**src/rtl/nn_pkg.sv**
```systemverilog
// rtl/nn_pkg.sv - shared types, states and requantize/ReLU helpers for the MLP sequencer
// Optional feature macro: NN_SAT_EN (saturating requantize; wrap when undefined)
package nn_pkg;

  localparam int FX_W    = 16;
  localparam int FX_FRAC = 8;
  localparam int REQ_W   = 64;

  typedef logic signed [FX_W-1:0] fixed_t;

  typedef enum logic [1:0] {IDLE, L1, L2, DONE} state_e;

  localparam logic signed [REQ_W-1:0] FX_MAX = {{(REQ_W-FX_W+1){1'b0}}, {(FX_W-1){1'b1}}};
  localparam logic signed [REQ_W-1:0] FX_MIN = {{(REQ_W-FX_W+1){1'b1}}, {(FX_W-1){1'b0}}};

  // Arithmetic shift floors toward -inf; the fit to FX_W bits is clamp or wrap.
  function automatic fixed_t requant(input logic signed [REQ_W-1:0] v, input int frac);
    logic signed [REQ_W-1:0] s;
    s = v >>> frac;
`ifdef NN_SAT_EN
    if (s > FX_MAX) s = FX_MAX;
    else if (s < FX_MIN) s = FX_MIN;
`endif
    return s[FX_W-1:0];
  endfunction

  function automatic fixed_t relu(input fixed_t v);
    return v[FX_W-1] ? '0 : v;
  endfunction

endpackage

```
**src/rtl/nn_mac_unit.sv**
```systemverilog
// rtl/nn_mac_unit.sv - shared multiplier and accumulator with load/add control and requant output
module nn_mac_unit
  import nn_pkg::*;
#(
  parameter int WIDTH = FX_W,
  parameter int FRAC  = FX_FRAC,
  parameter int ACC_W = 35
) (
  input  logic                    clk,
  input  logic                    rst_n,
  input  logic                    en_i,
  input  logic                    first_i,
  input  logic signed [WIDTH-1:0] x_i,
  input  logic signed [WIDTH-1:0] w_i,
  output fixed_t                  res_o
);

  logic signed [2*WIDTH-1:0] prod;
  logic signed [ACC_W-1:0]   sum;
  logic signed [ACC_W-1:0]   acc_q;

  always_comb begin
    prod = x_i * w_i;
    sum  = first_i ? ACC_W'(prod) : acc_q + ACC_W'(prod);
  end

  // res_o is the requantized value of the sum being committed this cycle.
  assign res_o = requant(REQ_W'(sum), FRAC);

  always_ff @(posedge clk or negedge rst_n) begin
    if (!rst_n) begin
      acc_q <= '0;
    end else if (en_i) begin
      acc_q <= sum;
    end
  end

endmodule

```
**src/rtl/nn_layer_sequencer.sv**
```systemverilog
// rtl/nn_layer_sequencer.sv - FSM-sequenced 2-layer fixed-point MLP over one shared MAC
// Optional feature macro: NN_SAT_EN (saturating requantize in both layers)
module nn_layer_sequencer
  import nn_pkg::*;
#(
  parameter int IN_SIZE  = 4,
  parameter int HIDDEN1  = 3,
  parameter int OUT_SIZE = 2,
  parameter int WIDTH    = FX_W,
  parameter int FRAC     = FX_FRAC,
  localparam int N1      = HIDDEN1 * IN_SIZE,
  localparam int N2      = OUT_SIZE * HIDDEN1,
  localparam int NT      = N1 + N2,
  localparam int AW      = $clog2(NT),
  localparam int MAXT    = (IN_SIZE > HIDDEN1) ? IN_SIZE : HIDDEN1,
  localparam int ACC_W   = 2 * WIDTH + $clog2(MAXT) + 1,
  localparam int MAXN    = (MAXT > OUT_SIZE) ? MAXT : OUT_SIZE,
  localparam int CW      = $clog2(MAXN + 1)
) (
  input  logic                      clk,
  input  logic                      rst_n,
  input  logic                      in_valid,
  output logic                      in_ready,
  input  logic [IN_SIZE*WIDTH-1:0]  in_data,
  output logic                      w_rd_en,
  output logic [AW-1:0]             w_addr,
  input  logic [WIDTH-1:0]          w_data,
  output logic                      out_valid,
  input  logic                      out_ready,
  output logic [OUT_SIZE*WIDTH-1:0] out_data,
  output logic                      busy
);

  state_e state_q, state_d;

  logic signed [WIDTH-1:0]       x_q   [IN_SIZE];
  logic signed [WIDTH-1:0]       hid_q [HIDDEN1];
  logic [OUT_SIZE-1:0][WIDTH-1:0] out_q;

  // Address phase (request issue) and data phase (one cycle later, MAC active).
  logic          rd_en_q;
  logic [AW-1:0] addr_q;
  logic          a_layer_q, d_layer_q, d_vld_q;
  logic [CW-1:0] a_term_q, a_neu_q, d_term_q, d_neu_q;

  logic          accept, last_addr, a_last_term, a_last_neu, d_last_term, d_last;
  logic signed [WIDTH-1:0] mac_x;
  fixed_t        mac_res;

  assign accept      = in_valid && (state_q == IDLE);
  assign last_addr   = (addr_q == AW'(NT - 1));
  assign a_last_term = a_layer_q ? (a_term_q == CW'(HIDDEN1 - 1)) : (a_term_q == CW'(IN_SIZE - 1));
  assign a_last_neu  = a_layer_q ? (a_neu_q == CW'(OUT_SIZE - 1)) : (a_neu_q == CW'(HIDDEN1 - 1));
  assign d_last_term = d_layer_q ? (d_term_q == CW'(HIDDEN1 - 1)) : (d_term_q == CW'(IN_SIZE - 1));
  assign d_last      = d_vld_q && d_layer_q && d_last_term && (d_neu_q == CW'(OUT_SIZE - 1));

  always_comb begin
    mac_x = '0;
    if (d_layer_q) begin
      for (int h = 0; h < HIDDEN1; h++) if (d_term_q == CW'(h)) mac_x = hid_q[h];
    end else begin
      for (int i = 0; i < IN_SIZE; i++) if (d_term_q == CW'(i)) mac_x = x_q[i];
    end
  end

  nn_mac_unit #(.WIDTH(WIDTH), .FRAC(FRAC), .ACC_W(ACC_W)) u_mac (
    .clk     (clk),
    .rst_n   (rst_n),
    .en_i    (d_vld_q),
    .first_i (d_term_q == '0),
    .x_i     (mac_x),
    .w_i     (w_data),
    .res_o   (mac_res)
  );

  always_ff @(posedge clk or negedge rst_n) begin
    if (!rst_n) state_q <= IDLE;
    else        state_q <= state_d;
  end

  always_comb begin
    state_d   = state_q;
    in_ready  = 1'b0;
    out_valid = 1'b0;
    busy      = 1'b1;
    case (state_q)
      IDLE: begin
        in_ready = 1'b1;
        busy     = 1'b0;
        if (in_valid) state_d = L1;
      end
      L1:   if (rd_en_q && addr_q == AW'(N1 - 1)) state_d = L2;
      L2:   if (d_last) state_d = DONE;
      DONE: begin
        out_valid = 1'b1;
        if (out_ready) state_d = IDLE;
      end
      default: state_d = IDLE;
    endcase
  end

  always_ff @(posedge clk or negedge rst_n) begin
    if (!rst_n) begin
      rd_en_q   <= 1'b0;
      addr_q    <= '0;
      a_layer_q <= 1'b0;
      a_term_q  <= '0;
      a_neu_q   <= '0;
      d_vld_q   <= 1'b0;
      d_layer_q <= 1'b0;
      d_term_q  <= '0;
      d_neu_q   <= '0;
      out_q     <= '0;
      for (int i = 0; i < IN_SIZE; i++) x_q[i] <= '0;
      for (int h = 0; h < HIDDEN1; h++) hid_q[h] <= '0;
    end else begin
      d_vld_q   <= rd_en_q;
      d_layer_q <= a_layer_q;
      d_term_q  <= a_term_q;
      d_neu_q   <= a_neu_q;
      if (accept) begin
        for (int i = 0; i < IN_SIZE; i++) x_q[i] <= in_data[i*WIDTH +: WIDTH];
        rd_en_q   <= 1'b1;
        addr_q    <= '0;
        a_layer_q <= 1'b0;
        a_term_q  <= '0;
        a_neu_q   <= '0;
      end else if (rd_en_q) begin
        addr_q  <= last_addr ? '0 : addr_q + 1'b1;
        rd_en_q <= !last_addr;
        if (a_last_term) begin
          a_term_q <= '0;
          if (a_last_neu) begin
            a_neu_q   <= '0;
            a_layer_q <= 1'b1;
          end else begin
            a_neu_q <= a_neu_q + 1'b1;
          end
        end else begin
          a_term_q <= a_term_q + 1'b1;
        end
      end
      if (d_vld_q && d_last_term) begin
        if (!d_layer_q) begin
          for (int h = 0; h < HIDDEN1; h++) if (d_neu_q == CW'(h)) hid_q[h] <= relu(mac_res);
        end else begin
          for (int o = 0; o < OUT_SIZE; o++) if (d_neu_q == CW'(o)) out_q[o] <= mac_res;
        end
      end
    end
  end

  assign w_rd_en  = rd_en_q;
  assign w_addr   = addr_q;
  assign out_data = out_q;

endmodule

```
**config.mk**
```make
export PLATFORM = sky130hd
export DESIGN_NAME = nn_layer_sequencer
export DESIGN_NICKNAME = d
export VERILOG_FILES = /design/src/rtl/nn_pkg.sv /design/src/rtl/nn_mac_unit.sv /design/src/rtl/nn_layer_sequencer.sv
export SDC_FILE = /design/constraint.sdc
export NUM_CORES = 1
export LEC_CHECK = 0
export CORE_UTILIZATION = 35
export CTS_CLUSTER_DIAMETER = 120
export DETAILED_ROUTE_END_ITERATION = 12
export SLEW_MARGIN = 20
export SYNTH_ARGS = -nofsm -noshare
export SYNTH_HDL_FRONTEND = slang
export SYNTH_SLANG_ARGS = --single-unit
```
**constraint.sdc**
```tcl
create_clock -name clk -period 9.7 [get_ports clk]
set_input_delay 1.94 -clock clk [delete_from_list [all_inputs] [get_ports clk]]
set_output_delay 1.94 -clock clk [all_outputs]
set_load 0.02 [all_outputs]
```
## Yosys cells after proc, flatten, opt, wreduce, memory -nomap -nowiden

Index checks and enable logic that the tools add are counted.

- $add $sub $neg: 4
- Multipliers: 1
- Equality and inequality tests: 18
- Multiplexer cells: 37
- Bitwise logic cells: 1
- Reduce and logical (&&, ||, !) cells: 21

Operators with widths:

| cell | count |
|---|---|
| $mux 16 | 8 |
| $add 35x32->35 | 1 |
| $mux 35 | 1 |
| $mul 16x16->32 | 1 |
| $mux 3 | 7 |
| $eq 3x2->1 const B | 6 |
| $reduce_and 3->1 | 6 |
| $mux 15 | 1 |
| $mux 5 | 3 |
| $mux 1 | 12 |
| $eq 3x1->1 const B | 3 |
| $mux 2 | 4 |
| $ne 2x2->1 const B | 4 |
| $pmux 2 s4 | 1 |
| $add 3x1->3 const B | 2 |
| $logic_and 1x1->1 | 6 |
| $logic_not 3->1 | 2 |
| $reduce_bool 2->1 | 3 |
| $add 5x1->5 const B | 1 |
| $eq 5x4->1 const B | 1 |
| $eq 5x5->1 const B | 1 |
| $eq 2x2->1 const B | 2 |
| $reduce_and 4->1 | 1 |
| $eq 2x1->1 const B | 1 |
| 4 further kinds | 4 |

- Register bits: 202
- Bits of input ports: 84
- Output and inout bits: 41
- Logic and storage cells: 102

## Depth between registers and ports, before layout

Gate-level depths: netlist of the first run.

- Depth after elaboration: 10
- Gate-level depth with buffers: 45
- Depth with buffers taken out: 37

## Hierarchy

A second synthesis of the first run with hierarchy kept.

- Cell total of the unflattened synthesis: 1825
- Area total of the unflattened synthesis: 17553.1 um^2

By module, submodules not included:

| module | instances | cells an instance | area each (um^2) | sequential area each (um^2) |
|---|---|---|---|---|
| nn_mac_unit | 1 | 1152 | 10009.6 | 600.6 |
| nn_layer_sequencer | 1 | 673 | 7543.5 | 4103.9 |

## Least setup slack after synthesis of the first run

No wires, ideal clock.

- Path type: reg-to-reg
- Start: register d_term_q[0]
- End: register hid_q[23] in the netlist's numbering
- Library setup time: 0.096 ns
- Arrival time: 9.356 ns
- Data required time: 9.604 ns
- Setup slack: 0.248 ns
- Cell stages (with the launch flop): 42
- Buffers on the path: 7
- Clock period less this slack: 9.452 ns
- Path through: dfrtp_1 > buf_6 > buf_8 > buf_6 > clkbuf_1 > clkbuf_1 > mux2i_1 > nor2_1 > a21oi_1 > nor2_1 > a21oi_1 > nor2_1 > and2_1 > fa_1 > inv_1 > fa_1 > fa_1 > inv_1 > [6 not listed] > a21oi_1 > nor2b_1 > or2_2 > or2_2 > a21o_1 > xor2_1 > ha_1 > a21oi_1 > o21ai_0 > o311ai_0 > nand3_1 > o21ai_0 > xnor2_1 > nand2_1 > xnor2_2 > buf_6 > buf_6 > o31ai_1

- Word-level cells in the longest chain between the ends: 10
- Elaborated cells on any way between the ends: 19
- Classes of those cells: 1 x add/sub; 1 x mul; 3 x eq/ne; 11 x mux; 3 x reduce/logical

Ends and longest elaborated chain:

| what | line | text |
|---|---|---|
| start: declaration | nn_layer_sequencer.sv:44 | `logic [CW-1:0] a_term_q, a_neu_q, d_term_q, d_neu_q;` |
| start signal: assignment | nn_layer_sequencer.sv:119 | `d_term_q <= a_term_q;` |
| $logic_not 3->1 | nn_layer_sequencer.sv:60, nn_layer_sequencer.sv:62, nn_layer_sequencer.sv:70 |  |
| $mux 16 (4 in series) | nn_layer_sequencer.sv:62 | `for (int i = 0; i < IN_SIZE; i++) if (d_term_q == CW'(i)) mac_x = x_q[i];` |
| $mux 16 | nn_layer_sequencer.sv:59 | `if (d_layer_q) begin` |
| $mul 16x16->32 | nn_mac_unit.sv:23 | `prod = x_i * w_i;` |
| $add 35x32->35 | nn_mac_unit.sv:24 | `sum = first_i ? ACC_W'(prod) : acc_q + ACC_W'(prod);` |
| $mux 35 | nn_mac_unit.sv:24 |  |
| $mux 15 | nn_pkg.sv:28 | `return v[FX_W-1] ? '0 : v;` |
| end: declaration | nn_layer_sequencer.sv:37 | `logic signed [WIDTH-1:0] hid_q [HIDDEN1];` |

Parallel ways exist; a longest one is shown, timed or not.
A chain may end at the register's enable or synchronous reset.

## Worst setup path in the final report of the first run

- Start: input w_data[8]
- End: register hid_q[38] in the netlist's numbering

- Word-level cells in the longest chain between the ends: 4

Ends and longest elaborated chain:

| what | line | text |
|---|---|---|
| start: declaration | nn_layer_sequencer.sv:27 | `input logic [WIDTH-1:0] w_data,` |
| $mul 16x16->32 * | nn_mac_unit.sv:23 |  |
| $add 35x32->35 | nn_mac_unit.sv:24 |  |
| $mux 35 * | nn_mac_unit.sv:24 |  |
| $mux 15 * | nn_pkg.sv:28 |  |

Mark *: on every way between the ends. The rest lies on a longest branch, timed or not.

==> results of run 1 <==
-- layout make-up --
| class | instances | area (sq um) | share of cell area, % |
|---|---|---|---|
| multi-input cells | 1333 | 11100 | 54.4 |
| flip-flops and latches | 188 | 4710 | 23.0 |
| repair buffers | 249 | 2270 | 11.1 |
| inverters | 265 | 995 | 4.86 |
| well taps | 615 | 769 | 3.76 |
| clock buffers | 17 | 425 | 2.08 |
| clock inverters | 15 | 158 | 0.771 |
-- through the flow --
| stage | util (%) | setup TNS [ns] | instance area [sq um] |
|---|---|---|---|
| 3_3_place_gp | 41.2 | -13.72 | 19700 |
| 5_1_grt | 42.7 | -0.0102 | 20500 |
| 4_1_cts | 42.4 | 0 | 20300 |
| 2_1_floorplan | - | 0 | 17100 |
| 3_5_place_dp | 41.2 | -15.16 | 19800 |
| 6_report | 42.7 | 0 | 20500 |
-- layer usage --
metal	up-vias	global-route usage, %
li1	6302	-
met1	6678	26.5
met2	243	32.0
met3	37	2.91
met4	0	4.05
met5	-	0
-- synthesized netlist by cell type (8+ instances only) --
cell,count
nand2b_1,8
inv_1,265
o31ai_1,39
o21a_1,8
nor2_1,89
a21o_1,19
o31ai_2,9
and3_1,12
dfrtp_1,188
clkbuf_1,70
nand2_1,404
nand3_1,12
xor2_1,16
nor2b_1,8
a21oi_1,71
fa_1,188
mux4_2,12
o21ai_0,54
a211oi_1,10
ha_1,105
mux2_2,9
xnor2_1,40
a31oi_1,12
and2_1,101
mux2i_1,34
-- critical path, delay by kind of cell --
| kind | cells | cell delay (ns) |
|---|---|---|
| simple gates | 2 | 0.20 |
| buf+inv | 6 | 1.21 |
| fa+ha+maj | 8 | 3.77 |
| xor+xnor | 3 | 0.57 |
| compound gates | 11 | 1.96 |
-- worst max path at each step --
stage | end | slack (ns) | startpoint | cells past startpoint
2_1_floorplan | hid_q[23]$_DFFE_PN0P_ | 0.25 | d_term_q[0]$_DFF_PN0_ | 41
3_3_place_gp | out_data[31]$_DFFE_PN0P_ | -0.32 | w_data[3] | 30
3_5_place_dp | hid_q[35]$_DFFE_PN0P_ | -0.34 | w_data[6] | 32
4_1_cts | hid_q[35]$_DFFE_PN0P_ | 0.05 | w_data[6] | 32
5_1_grt | hid_q[35]$_DFFE_PN0P_ | -0.01 | w_data[7] | 31
6_report | hid_q[38]$_DFFE_PN0P_ | 0.34 | w_data[8] | 30
-- kinds of logic after synthesis --
family          share of synthesized area [%]
xor+xnor                                 3.45
mux                                      4.16
compound gates                           9.98
flops                                    27.5
simple gates                             17.1
fa+ha+maj                                29.7
buf+inv                                  8.12
-- placed cells by master, fill, tap and decap left out, drive strengths merged, types with 16 or more instances in the layout --
cell / Yosys / routed
and2: 101 / 101
clkdlybuf4s50: 0 / 117
nand2: 404 / 404
dfrtp: 188 / 188
mux2i: 34 / 34
a21oi: 71 / 71
buf: 20 / 125
xnor2: 42 / 42
nor2: 89 / 89
clkbuf: 70 / 18
xor2: 16 / 16
a21o: 19 / 19
o31ai: 48 / 48
fa: 188 / 188
ha: 105 / 105
inv: 265 / 272
o21ai: 54 / 54
-- what timing repair did --
action / in CTS / in global routing
setup buffers: 0 / 2
endpoints found under the setup margin: 0 / 58
gates resized for setup: 0 / 28
hold buffers: 0 / 0
-- state kept, by name, summed over array words and instances, names as in the netlist --
name / count
state_q: 2
out_data: 32
d_term_q: 3
d_vld_q: 1
x_q: 64
a_layer_q: 1
d_layer_q: 1
a_neu_q: 3
hid_q: 45
u_mac.acc_q: 24
d_neu_q: 3
w_rd_en: 1
w_addr: 5
a_term_q: 3
==> impl_results.md, run 1 <==
- Status: complete, no violations
- WHS: about 0.42 ns
- Non-Filler Instances: around 2.7k
- Area leader, netlist: dfrtp_1
- TritonCTS clock tree: yes
- Relative slew slack: between 20% and 30%
- CTS Buf Count: 17
- Largest net degree at the start of global routing: between 100 and 150
- DR vias: 13.3k
- Routed WL per cell: about 17 um
- Core area: ~48000 sq um
- # diodes: 0
- Post-DP HPWL: between 30 and 40 mm
- Clock slew seen by the registers of the worst setup and hold paths: ~0.070 ns
- Max H-tree Level: 4
- Post-Syn Area per Cell: roughly 9.1 sq um
- Die area: approximately 50000 sq um
- Measured slew at the worst slew-check pin: around 1.1 ns
- WL met3: a little under 2 mm
- R2R depth: 34
- Hold Path Stages: 0
- Synth Instances: 1876
- DRT iter0 DRCs: between 800 and 900
- Worst Setup Path Type: input pin to flop
- Layout cells sized above 1: between 10% and 20%
- Final ANT Viol Nets: 0
- Die X: between 200 and 250 um
- Placed cells: 2648
- Detailed-route vias per instance: around 5
- Final worst-path cycle share: 96.5%
- CTS Buffer Depth: 2
- DR top layer: met4
- Type of the tightest min-delay check: flop to flop
- Yosys cell types: 60
- Max Clock Skew: 0.0126 ns
- Reg2reg setup slack: ~0.56 ns
- Vias in the first global route: roughly 14k
- Port bufs: about 120
- Setup ws final: roughly 0.34 ns
- Initial antenna violation count: 0
- First-pass GRT wire length: 75.5 mm
- Crit path DAT: between 9 and 10 ns
- FFs w/ async S/R, synth: 100%
- Routability Congestion: 0.858
- Overflow after GRT: 0
- Max Cap Violations: 0
- Metal2 WL: roughly 22 mm
- Max-slew violations: 0
- Final Hold Viols: 0
- Main flop type after synthesis: dfrtp_1
- Worst Hold Launch: a_term_q[2]$_DFFE_PN0P_
- M1 WL: 20.8 mm
- Crit path time final: just over 9 ns
- Synth Warn #: 0
- Overall Global Routing Usage: between 15 and 20%
- Core Rows: 80
- R2r endpoint: hid_q[38]$_DFFE_PN0P_
- WL final: between 40 and 50 mm
- Syn Nets: between 2k and 2.5k
- Reg2Reg Launch Point: d_term_q[1]$_DFF_PN0_
- CP endpoint kind: flop
- WP data required: between 10 and 15 ns
- # fillers: around 4.7k
- Crit Path Max Fanout: 21
- Crit-path max cell delay: 0.63 ns
- Boundary Pins: between 100 and 150
- Hold Path End: d_term_q[2]$_DFF_PN0_
- Initial Util: a little over a third
- Synth Register Bits: 188
- Yosys top cell area share: a little over a quarter
- Dpl ws: -0.345 ns
- Drt first pass iters: 5
- Synthesized area: 17100 sq um
- Drt drc: 0
- Fmax: between 0.1 and 0.15 GHz
- Post-synth EDFFs: 0
- Area growth, synth to finish: 19.5%
- Synth area leaders: dfrtp_1, fa_1, nand2_1, ha_1, inv_1
- Most used cell, CP: fa_1
- Fin nets: approximately 2.4k
- Slowest cell on the critical path: clkdlybuf4s50_1
- Root buffer cell: clkbuf_16
- Sequential-to-total area share from yosys stat: 27.5%
- Startpoint types: input pin
- Skew-Pair Late Insertion Delay: around 0.44 ns
- CTS sink cnt: between 150 and 200
- Die height: approximately 220 um
- Final setup violation count: 0
Power of run 1 is not shown: default switching activity piles up to over one toggle a cycle in this logic, so the estimate is an artifact.
==> run 2: changes to the inputs <==
CELL_PAD_IN_SITES_DETAIL_PLACEMENT = 1   (was unset)
CELL_PAD_IN_SITES_GLOBAL_PLACEMENT = 2   (was unset)
PLACE_DENSITY_LB_ADDON = 0.1   (was unset)
==> impl_results.md, run 2 (synthesis results as in run 1) <==
- Status: complete, no violations
- Skew-Pair Late Insertion Delay: 0.45 ns (about the same)
- Area growth, synth to finish: 20.3%
- Final ANT Viol Nets: 0 (unchanged)
- Detailed-route vias per instance: 4.91 (-0.72%)
- Clock slew seen by the registers of the worst setup and hold paths: 0.08 ns (about the same)
- Core area: 47900 sq um (unchanged)
- Root buffer cell: clkbuf_16
- Area taken by flip-flops and latches: 4710 sq um (about the same)
- # fillers: 5523 (+18%)
- DR vias: 13.3k (-0.053%)
- Crit Path Max Fanout: 16 (-24%)
- Initial antenna violation count: 1 (+1)
- Fmax: 0.107 GHz (+0.32%)
- Most used cell, CP: fa_1
- Largest Register: x_q
- Largest net degree at the start of global routing: 69 (-36%)
- Final Hold Viols: 0 (unchanged)
- Worst Setup Path Type: input pin to flop
- Vias in the first global route: 15.1k (+6.8%)
- Max FFs per register: 64 (unchanged)
- Routed WL per cell: 19.0 um (+13%)
- First-pass GRT wire length: 84.4 mm (+12%)
- Fin nets: 2449 (+0.74%)
- TritonCTS clock tree: yes
- Port bufs: 124 (unchanged)
- Max Cap Violations: 0 (unchanged)
- Measured slew at the worst slew-check pin: 0.941 ns (-0.181 ns)
- # diodes: 0 (unchanged)
- Die area: 49800 sq um (unchanged)
- Die height: 223 um (unchanged)
- CP endpoint kind: flop
- Max-slew violations: 0 (unchanged)
- RSZ-0062 raised after global routing: no
- Routability Congestion: 0.855 (-0.29%)
- CTS Buffer Depth: 2 (unchanged)
- Most frequent cells in the layout: nand2_1, inv_1, fa_1, dfrtp_1, buf_4
- Crit-path max cell delay: 0.54 ns (-0.09 ns)
- Final setup violation count: 0 (unchanged)
- Drt first pass iters: 5 (unchanged)
- Leading cell type in the layout, fill and taps excluded: nand2_1
- Final worst-path cycle share: 96.2% (-0.31 points)
- WP data required: 10.04 ns (+0.02 ns)
- Max H-tree Level: 4 (unchanged)
- DRT iter0 DRCs: 500 (-43%)
- Overall Global Routing Usage: 21.9% (+2.7 points)
- Drt drc: 0 (unchanged)
- Relative slew slack: 35.5% (+10 points)
- Boundary Pins: 125 (unchanged)
- Post-DP HPWL: 40.9 mm (+15%)
- Die X: 223 um (unchanged)
- Overflow after GRT: 0 (unchanged)
- Layout cells sized above 1: 11.2% (+0.48 points)
- Max Clock Skew: 0.0156 ns (+0.00301 ns)
- WL final: 51.4 mm (+14%)
- Type of the tightest min-delay check: flop to flop
- CTS sink cnt: 188 (unchanged)
- CTS Buf Count: 17 (unchanged)
- Slowest cell on the critical path: fa_1
- Crit path DAT: 9.67 ns (about the same)
- Core Rows: 80 (unchanged)
- Startpoint types: input pin
- Fin Setup TNS: 0 ns (unchanged)
- Area of the multi-input gates: 11100 sq um (-0.19%)
- Initial Util: 35.7% (unchanged)
- Crit path time final: 9.33 ns (-0.0302 ns)
-- run 2: per-layer routing --
| metal | track usage (%) | vias up | routed length (um) |
|---|---|---|---|
| met2 | 38.4 | 172 | 25500 |
| met4 | 4.87 | 0 | 901 |
| met1 | 28.5 | 6709 | 23300 |
| met5 | 0 | - | 0 |
| met3 | 3.25 | 45 | 1660 |
| li1 | - | 6327 | - |
-- run 2: per-stage QoR --
| stage | cell area (sq um) | hold slack (ns) | util, % | std cells | setup slack (ns) |
|---|---|---|---|---|---|
| floorplan | 17100 | 0.375 | - | 1876 | 0.248 |
| global placement | 19900 | 0.387 | 41.5 | 2666 | -0.377 |
| detailed placement | 19900 | 0.400 | 41.5 | 2666 | -0.514 |
| CTS | 20500 | 0.415 | 42.7 | 2698 | 0.0470 |
| global route | 20600 | 0.431 | 42.9 | 2700 | 0.0180 |
| finish | 20600 | 0.413 | 42.9 | 2700 | 0.370 |
-- run 2: worst max-delay path: cells and delay by family --
family	cells	cell delay, ns
compound gates	10	1.89
fa+ha+maj	8	3.48
buf+inv	8	1.13
simple gates	4	0.64
xor+xnor	3	0.57
-- run 2: cell type report --
cell class / count / share of cell area [%]
Multi-Input combinational cell: 1333 / 54.0
Sequential cell: 188 / 22.9
Timing Repair Buffer: 267 / 11.6
Inverter: 265 / 4.83
Tap cell: 615 / 3.74
Clock buffer: 18 / 2.08
Clock inverter: 14 / 0.893
-- run 2: final timing paths --
path / startpoint / end / slack, ns / depth (start not counted)
worst max-delay path: w_data[5] / hid_q[29]$_DFFE_PN0P_ / 0.37 / 33
worst min-delay path: a_term_q[2]$_DFFE_PN0P_ / d_term_q[2]$_DFF_PN0_ / 0.41 / 0
worst max register to register: d_term_q[0]$_DFF_PN0_ / hid_q[29]$_DFFE_PN0P_ / 0.46 / 38
worst min register to register: a_term_q[2]$_DFFE_PN0P_ / d_term_q[2]$_DFF_PN0_ / 0.41 / 0
max in group asynchronous: rst_n / d_term_q[0]$_DFF_PN0_ / 6.87 / 2
min in group asynchronous: rst_n / state_q[1]$_DFFE_PN0P_ / 1.48 / 1
-- run 2: what timing repair did --
action | 4_1_cts | 5_1_grt
pin swaps | 0 | 3
gates resized for setup | 3 | 19
setup buffers | 0 | 2
hold buffers | 0 | 0
endpoints found under the setup margin | 47 | 55
Power of run 2 is left out for the same reason.
